--- src/rtl/fetch_pkg.sv ---
// fetch_pkg: shared types for the instruction fetch slice.
// FSM states, default reset address and the prefetch queue entry layout.
package fetch_pkg;

    typedef enum logic [1:0] {
        FETCH,
        WAIT,
        DRAIN
    } state_t;

    localparam logic [31:0] RESET_PC_DEFAULT = 32'h0000_0000;

    typedef struct packed {
        logic [31:0] word;
        logic [31:0] pc;
    } entry_t;

    function automatic logic [31:0] word_align(input logic [31:0] a);
        return {a[31:2], 2'b00};
    endfunction

endpackage

--- src/rtl/fetch_fifo.sv ---
// fetch_fifo: DEPTH-entry prefetch queue of {word, pc} entries.
// Flush clears the queue and wins over a same-cycle push or pop.
module fetch_fifo
    import fetch_pkg::*;
#(
    parameter int DEPTH = 2
)(
    input  logic                   clk,
    input  logic                   reset,
    input  logic                   flush,
    input  logic                   push,
    input  entry_t                 din,
    input  logic                   pop,
    output entry_t                 head,
    output logic [$clog2(DEPTH):0] count,
    output logic                   empty,
    output logic                   full
);

    localparam int AW = $clog2(DEPTH);
    localparam int CW = AW + 1;

    entry_t        mem [DEPTH];
    logic [AW-1:0] rd_ptr;
    logic [AW-1:0] wr_ptr;
    logic          do_push;
    logic          do_pop;

    assign empty   = (count == '0);
    assign full    = (count == CW'(DEPTH));
    assign do_pop  = pop & ~empty;
    // A pop frees a slot, so pop+push is accepted even when full.
    assign do_push = push & (~full | do_pop);
    assign head    = mem[rd_ptr];

    always_ff @(posedge clk) begin
        if (!reset || flush) begin
            rd_ptr <= '0;
            wr_ptr <= '0;
            count  <= '0;
        end else begin
            if (do_push) wr_ptr <= wr_ptr + 1'b1;
            if (do_pop)  rd_ptr <= rd_ptr + 1'b1;
            count <= count + CW'(do_push) - CW'(do_pop);
        end
    end

    always_ff @(posedge clk) begin
        if (do_push && !flush) mem[wr_ptr] <= din;
    end

endmodule

--- src/rtl/fetch_unit.sv ---
// fetch_unit: sequential prefetcher feeding Instr/IRWrite to the controller.
// Define FETCH_PERF_EN to add the StallCount/FlushCount performance ports.
module fetch_unit
    import fetch_pkg::*;
#(
    parameter int          DEPTH    = 2,
    parameter logic [31:0] RESET_PC = RESET_PC_DEFAULT
)(
    input  logic        clk,
    input  logic        reset,
    input  logic        IRWrite,
    input  logic        PCWrite,
    input  logic [31:0] PCNext,
    output logic [31:0] Instr,
    output logic [31:0] InstrPC,
    output logic        InstrValid,
    output logic        ImemReq,
    output logic [31:0] ImemAddr,
    input  logic        ImemGnt,
    input  logic        ImemRValid,
    input  logic [31:0] ImemRData
`ifdef FETCH_PERF_EN
    ,
    output logic [31:0] StallCount,
    output logic [31:0] FlushCount
`endif
);

    localparam int CW = $clog2(DEPTH) + 1;

    state_t        state_q;
    state_t        state_d;
    logic [31:0]   fetch_pc_q;
    logic [31:0]   fetch_pc_d;
    logic [31:0]   req_pc_q;
    logic [31:0]   req_pc_d;
    logic          push;
    logic          pop;
    logic          empty;
    logic          full;
    logic          outstanding;
    logic [CW-1:0] count;
    logic [CW:0]   occ;
    entry_t        head;
    entry_t        push_entry;

    assign push_entry.word = ImemRData;
    assign push_entry.pc   = req_pc_q;

    fetch_fifo #(
        .DEPTH(DEPTH)
    ) u_fifo (
        .clk   (clk),
        .reset (reset),
        .flush (PCWrite),
        .push  (push),
        .din   (push_entry),
        .pop   (pop),
        .head  (head),
        .count (count),
        .empty (empty),
        .full  (full)
    );

    assign outstanding = (state_q != FETCH);
    assign occ         = {1'b0, count} + (CW + 1)'(outstanding);
    assign pop         = IRWrite & ~empty & ~PCWrite;
    assign InstrValid  = ~empty;
    assign Instr       = empty ? '0 : head.word;
    assign InstrPC     = empty ? '0 : head.pc;
    assign ImemAddr    = fetch_pc_q;

    always_comb begin
        state_d    = state_q;
        fetch_pc_d = fetch_pc_q;
        req_pc_d   = req_pc_q;
        ImemReq    = 1'b0;
        push       = 1'b0;
        unique case (state_q)
            FETCH: begin
                ImemReq = reset & ~full & (occ < (CW + 1)'(DEPTH));
                if (ImemReq && ImemGnt) begin
                    state_d    = WAIT;
                    req_pc_d   = fetch_pc_q;
                    fetch_pc_d = fetch_pc_q + 32'd4;
                end
            end
            WAIT: begin
                if (ImemRValid) begin
                    push    = 1'b1;
                    state_d = FETCH;
                end
            end
            DRAIN: begin
                if (ImemRValid) state_d = FETCH;
            end
            default: state_d = FETCH;
        endcase
        // A response landing in the redirect cycle is dropped and ends the wait.
        if (PCWrite) begin
            push       = 1'b0;
            fetch_pc_d = word_align(PCNext);
            if (ImemReq && ImemGnt)
                state_d = DRAIN;
            else if (outstanding && !ImemRValid)
                state_d = DRAIN;
            else
                state_d = FETCH;
        end
    end

    always_ff @(posedge clk) begin
        if (!reset) begin
            state_q    <= FETCH;
            fetch_pc_q <= word_align(RESET_PC);
            req_pc_q   <= '0;
        end else begin
            state_q    <= state_d;
            fetch_pc_q <= fetch_pc_d;
            req_pc_q   <= req_pc_d;
        end
    end

`ifdef FETCH_PERF_EN
    always_ff @(posedge clk) begin
        if (!reset) begin
            StallCount <= '0;
            FlushCount <= '0;
        end else begin
            if (!InstrValid && StallCount != '1)
                StallCount <= StallCount + 32'd1;
            if (PCWrite && FlushCount != '1)
                FlushCount <= FlushCount + 32'd1;
        end
    end
`endif

endmodule

--- config.mk ---
export PLATFORM = sky130hd
export DESIGN_NAME = fetch_unit
export DESIGN_NICKNAME = d
export VERILOG_FILES = /design/src/rtl/fetch_pkg.sv /design/src/rtl/fetch_fifo.sv /design/src/rtl/fetch_unit.sv
export SDC_FILE = /design/constraint.sdc
export NUM_CORES = 1
export LEC_CHECK = 0
export CELL_PAD_IN_SITES_DETAIL_PLACEMENT = 1
export CELL_PAD_IN_SITES_GLOBAL_PLACEMENT = 1
export CORE_MARGIN = 1.5
export CORE_UTILIZATION = 41
export CTS_CLUSTER_DIAMETER = 120
export CTS_CLUSTER_SIZE = 25
export DETAILED_ROUTE_END_ITERATION = 12
export GPL_TIMING_DRIVEN = 0
export HOLD_SLACK_MARGIN = 0.03
export PLACE_DENSITY_LB_ADDON = 0.1
export REMOVE_ABC_BUFFERS = 1
export SYNTH_ARGS = -nofsm -noshare
export SYNTH_HDL_FRONTEND = slang
export SYNTH_SLANG_ARGS = --single-unit
--- constraint.sdc ---
create_clock -name clk -period 22.9 [get_ports clk]
set_input_delay 4.58 -clock clk [delete_from_list [all_inputs] [get_ports clk]]
set_output_delay 4.58 -clock clk [all_outputs]
set_load 0.02 [all_outputs]
==> reports/results.ini, run 1 <==
[run_status]
run_status = completed

[placement]
gp_congestion = 0.745
portBuffers = 161
dpl.hpwl_um = 14100

[routing]
drc_viols = 0
detail_route.iter0.violations = 329
route.detailed.vias_per_inst = 5.30
wl_per_instance_um = 19.1
antenna_left = 0
drt_pre_antenna_iters = 4
detailroute.via_count = 5805
wirelength_um = 20900

[final_layout]
n_antenna_cell = 0
final_core_util_pct = 55.5
area_growth_syn_to_layout_pct = 31.2
post_route_cells_drive_above_1_share_pct = 6.22
nets = 897

[clock_tree]
ctsHoldBuffers = 0
clockBufferDepth = 2
tritoncts_clock_tree = done
tritoncts.num_buffers = 17
clockRootBuffer = sky130_fd_sc_hd__clkbuf_16
htree_levels = 4
clock_insertion_delay_worst_skew_ns = 0.43
cts.sinks = 191
cts.repair.resized = 0
post-cts-setup-buffer-count = 0
clk_pin_slew_worst_paths_ns = 0.07

[floorplanning]
placementRows = 50
core_um2 = 19000
pin_count = 168
die-width_um = 143
starting_density_pct = 42.3
die_area_um2 = 20400
die_h_um = 143

[timing]
final_min_period_over_clock_period_pct = 46.4
timing.final.max_slew_violations = 0
shortest_period_the_worst_path_allows_ns = 10.63
max_slew_margin_pct = 28.6
setup_viol_count_final = 0
setup-tns-final_ns = 0
timing.fmax_mhz = 94.1
rsz_0062_raised_after_global_routing = false
timing_hold_violations_final = 0
worstMarginPinSlew_ns = 1.07
fin_worst_skew_ns = 0.0133

[synth]
synthDistinctLibCells = 50
synth_largest_area_cell = sky130_fd_sc_hd__edfxtp_1
syn_inst = 673
synthMostInstantiatedCell = sky130_fd_sc_hd__edfxtp_1
ys_dominant_reg_cell = sky130_fd_sc_hd__edfxtp_1
synth_top_cells_by_area = sky130_fd_sc_hd__edfxtp_1 46%, sky130_fd_sc_hd__dfxtp_1 17%, sky130_fd_sc_hd__mux2i_1 7.7%
netlist.area_leader.share_pct = 46.4
synth.yosys.seq_area_share_pct = 63.1
async_flop_share_pct = 0
ys.warnings.count = 0
synth-edff-count = 124
synth_common_cells = 124 x sky130_fd_sc_hd__edfxtp_1, 78 x sky130_fd_sc_hd__nand2_1, 74 x sky130_fd_sc_hd__nor2_1, 67 x sky130_fd_sc_hd__dfxtp_1, 62 x sky130_fd_sc_hd__mux2i_1
syn_area_per_cell_um2 = 11.9
synth_area_um2 = 8020
synth.ff_latch_count = 191

[critical_path]
ff2ff_path_depth = 7
r2r_end = ImemAddr[17]
worst-setup-path-type = input pin to output port
cp_num_cells = 4
crit_path_cell_trace = buf_2 -> buf_12 -> and3b_1 -> clkdlybuf4s50_1
r2r_slack_ns = 20.26
setup.worst_path.start = reset
critical_path_buf_inv_count = 3
cpLargestDelayFamily = buffers and inverters
critical_path.max_stage_delay_ns = 0.60
cp_data_required_time_ns = 18.32
worstPathMaxFanout = 48
cp_data_arrival_time_ns = 6.05
endpoint_of_the_most_critical_setup_path = ImemReq
reg2reg_from = state_q[1]
worst_setup_path_end_kind = output port
critical-path-slowest-cell = sky130_fd_sc_hd__clkdlybuf4s50_1
critical_path_startpoint_category = input pin

[worst_hold_path]
hp-start = req_pc_q[10]
hold_class = register to register
holdPathStages = 0

[global_route]
grt_first_pass_wirelength_um = 32500
globalRoute.totalOverflow = 0
grt_pass1_vias = 6118
number_of_antenna_violations_at_the_first_check_in_global_routing = 0
grt_max_degree = 49
grtUsageTotal_pct = 21.1

[power]
total_leakage_power_nw = 3.48
power_density_nw_per_um2 = 68.1
ir_worst_vdd_v = 0.0000479

[job]
max-cap-violations = 0

[final cells by class]
type                            instances  area [µm²]
Tap cell                              260         325
Fill cell                            1967        8430
Sequential cell                       191        5070
Inverter                                7        26.3
Clock buffer                           21         450
Clock inverter                         11         110
Timing Repair Buffer                  177        1810
Multi-Input combinational cell        429        2740
[report_power, final]
part           switching (mW)  total [mW]  internal [mW]
combinational          0.0262      0.0526         0.0264
clock                   0.129       0.284          0.154
sequential            0.00840       0.380          0.372
[flip-flops by register name, indices dropped and copies added (netlist names), named ones only]
| signal | cells |
|---|---|
| u_fifo.count | 2 |
| u_fifo.wr_ptr | 1 |
| ImemAddr | 30 |
| u_fifo.rd_ptr | 1 |
| u_fifo.mem | 124 |
| req_pc_q | 30 |
| state_q | 2 |
[how the worst min path moves through the flow]
stage / endpoint / slack, ns
4_1_cts: u_fifo.mem[0][3] / 0.45
6_report: u_fifo.mem[1][10] / 0.45
2_1_floorplan: u_fifo.mem[0][10] / 0.43
3_5_place_dp: u_fifo.mem[0][10] / 0.44
3_3_place_gp: u_fifo.mem[1][13] / 0.43
5_1_grt: u_fifo.mem[1][14] / 0.47
[layout by cell type (no fill, tap or decap), drive strengths merged, types with 2 or more instances in the layout]
cell type	count
ha	4
xor2	2
nor3	4
nand3	18
a21boi	31
or4	10
and3	7
and2	4
clkinvlp	2
edfxtp	124
clkinv	6
o211a	9
nand4	13
nor2	74
o311a	2
and3b	2
clkbuf	21
nand2	78
a21oi	2
mux2i	62
buf	18
clkdlybuf4s50	159
o21ai	19
nor4	6
inv	9
nand2b	13
o31a	2
or3	4
nor2b	4
xnor2	10
nor3b	3
and4	5
dfxtp	67
o31ai	11
conb	4
a32oi	3
a31oi	12
[metal layers]
metal / vias up / wire [µm] / global-route usage [%]
li1: 2753 / - / -
met5: - / 0 / 0
met1: 2883 / 9140 / 25.9
met3: 23 / 959 / 4.49
met4: 0 / 267 / 6.57
met2: 146 / 10500 / 37.1
[through the flow]
stage          area [µm²]  worst slack [ns]  power, mW  hold slack [ns]  cells
4_1_cts             10500             12.25      0.723            0.453   1096
3_5_place_dp         9960             12.24      0.440            0.440   1064
6_report            10500             12.27      0.716            0.454   1096
3_3_place_gp         9750              5.85      0.437            0.430   1048
2_1_floorplan        7810             11.59      0.406            0.425    627
5_1_grt             10500             12.15      0.740            0.467   1096
[cells by family (layout without fill, tap and decap cells)]
family | after synthesis | count (layout) | share of synthesized area (%)
xor gates and xnor gates | 12 | 12 | 1.31
DFF | 191 | 191 | 63.1
AOI/OAI and AO/OA | 99 | 99 | 8.98
adders and majority gates | 4 | 4 | 0.624
buffers and inverters | 56 | 216 | 3.10
muxes | 62 | 62 | 7.74
and+or+nand+nor | 248 | 248 | 15.1
other | 1 | 4 | 0.0467
No activity file was read; power rests on OpenSTA's default activity.
==> inputs of run 2 (changes only) <==
- CORE_UTILIZATION: 41 -> 36
- clock period: 22.9 -> 8.5 ns (I/O delays scaled with it)
==> reports/results.ini, run 2 (synthesized netlist as in run 1, its figures left out) <==
[run_status]
run_status = completed

[clock_tree]
clockBufferDepth = 2
clock_insertion_delay_worst_skew_ns = 0.43
clockRootBuffer = sky130_fd_sc_hd__clkbuf_16
post-cts-setup-buffer-count = 0
tritoncts_clock_tree = done
htree_levels = 4
tritoncts.num_buffers = 17
cts.repair.resized = 0
clk_pin_slew_worst_paths_ns = 0.07
cts.sinks = 191
ctsHoldBuffers = 0

[floorplanning]
starting_density_pct = 36.8
die_h_um = 152
die_area_um2 = 23200
placementRows = 54
pin_count = 168
die-width_um = 152
core_um2 = 21800

[final_layout]
most-common-layout-cells = 159 x sky130_fd_sc_hd__clkdlybuf4s50_1, 124 x sky130_fd_sc_hd__edfxtp_1, 78 x sky130_fd_sc_hd__nand2_1
top_register = u_fifo.mem
finalNonFillerCells = 1116
nets = 897
post_route_cells_drive_above_1_share_pct = 6.71
final_common_cell = sky130_fd_sc_hd__clkdlybuf4s50_1
largest_register_ff_count = 124
fillCellCount = 2251
area_growth_syn_to_layout_pct = 31.8
final_core_util_pct = 48.5

[routing]
route.detailed.vias_per_inst = 5.20
drt_pre_antenna_iters = 4
detail_route.iter0.violations = 241
antenna_left = 0
wirelength_um = 20400
drc_viols = 0
wl_per_instance_um = 18.3
detailroute.via_count = 5807

[global_route]
grt_first_pass_wirelength_um = 33200
globalRoute.totalOverflow = 0
grtUsageTotal_pct = 18.1
grt_max_degree = 51
grt_pass1_vias = 6206
number_of_antenna_violations_at_the_first_check_in_global_routing = 0

[timing]
final_min_period_over_clock_period_pct = 57.9
setup_viol_count_final = 0
worstMarginPinSlew_ns = 1.03
fin_worst_skew_ns = 0.0172
timing.final.max_slew_violations = 0
shortest_period_the_worst_path_allows_ns = 4.92
whs_ns = 0.449
rsz_0062_raised_after_global_routing = false
timing.fmax_mhz = 203
max_slew_margin_pct = 31.6
timing_hold_violations_final = 0

[placement]
dpl.hpwl_um = 13700
place_inst = 1084
gp_congestion = 0.711
portBuffers = 161

[critical_path]
worst_setup_path_end_kind = output port
r2r_end = ImemAddr[23]
cp_data_required_time_ns = 6.80
setup.worst_path.start = reset
reg2reg_from = state_q[1]
critical_path_startpoint_category = input pin
worst-setup-path-type = input pin to output port
worstPathMaxFanout = 46
r2r_slack_ns = 5.72
cp_data_arrival_time_ns = 3.22
ff2ff_path_depth = 7

[job]
max-cap-violations = 0

[worst_hold_path]
holdPathStages = 0
whs_endpoint = u_fifo.mem[1][23]
hp-start = req_pc_q[23]
hold_class = register to register

[power]
ir_worst_vdd_v = 0.000117
total_power_after_layout_mw = 1.94
total_leakage_power_nw = 3.49
power_density_nw_per_um2 = 183

run 2: stage by stage:
| step | setup WS (ns) | instance area, µm² | setup TNS [ns] |
|---|---|---|---|
| 2_1_floorplan | 0.0708 | 7810 | 0 |
| 3_3_place_gp | -5.68 | 9770 | -351.38 |
| 3_5_place_dp | 3.59 | 10000 | 0 |
| 4_1_cts | 3.58 | 10600 | 0 |
| 5_1_grt | 3.48 | 10600 | 0 |
| 6_report | 3.58 | 10600 | 0 |
run 2: layout make-up:
| class | count | area (µm²) | area share [%] |
|---|---|---|---|
| Sequential cell | 191 | 5070 | 47.9 |
| Multi-Input combinational cell | 429 | 2740 | 25.9 |
| Timing Repair Buffer | 177 | 1820 | 17.2 |
| Clock buffer | 17 | 425 | 4.02 |
| Tap cell | 280 | 350 | 3.31 |
| Clock inverter | 14 | 148 | 1.40 |
| Inverter | 7 | 26.3 | 0.248 |
| Antenna cell | 1 | 2.50 | 0.0237 |
run 2: power breakdown:
group          switching (mW)  internal [mW]  total [mW]  leakage, nW
sequential             0.0225           1.00        1.02         1.74
combinational          0.0689         0.0713       0.140         1.47
clock                   0.385          0.391       0.775        0.268
run 2: layer usage:
metal  GRT usage (%)  up-vias  part of all wire [%]
met5               0        -                     0
met4            5.09        0                   1.1
met3            3.04       15                   3.4
met2            32.1      124                    51
met1            22.5     2899                    45
li1                -     2769                     -
run 2: worst max path at each step:
stage	endpoint	slack [ns]	cells past startpoint
after global routing	ImemReq	3.48	4
final	ImemReq	3.58	4
after detailed placement	ImemReq	3.59	4
after floorplan	u_fifo.mem[0][10]	0.07	1
after CTS	ImemReq	3.58	4
after global placement	u_fifo.mem[0][59]	-5.68	2
run 2: worst max-delay path, cell delays in order:
cell and delay [ns]:
sky130_fd_sc_hd__buf_2 0.43, sky130_fd_sc_hd__buf_12 0.28, sky130_fd_sc_hd__and3b_1 0.18, sky130_fd_sc_hd__clkdlybuf4s50_1 0.60
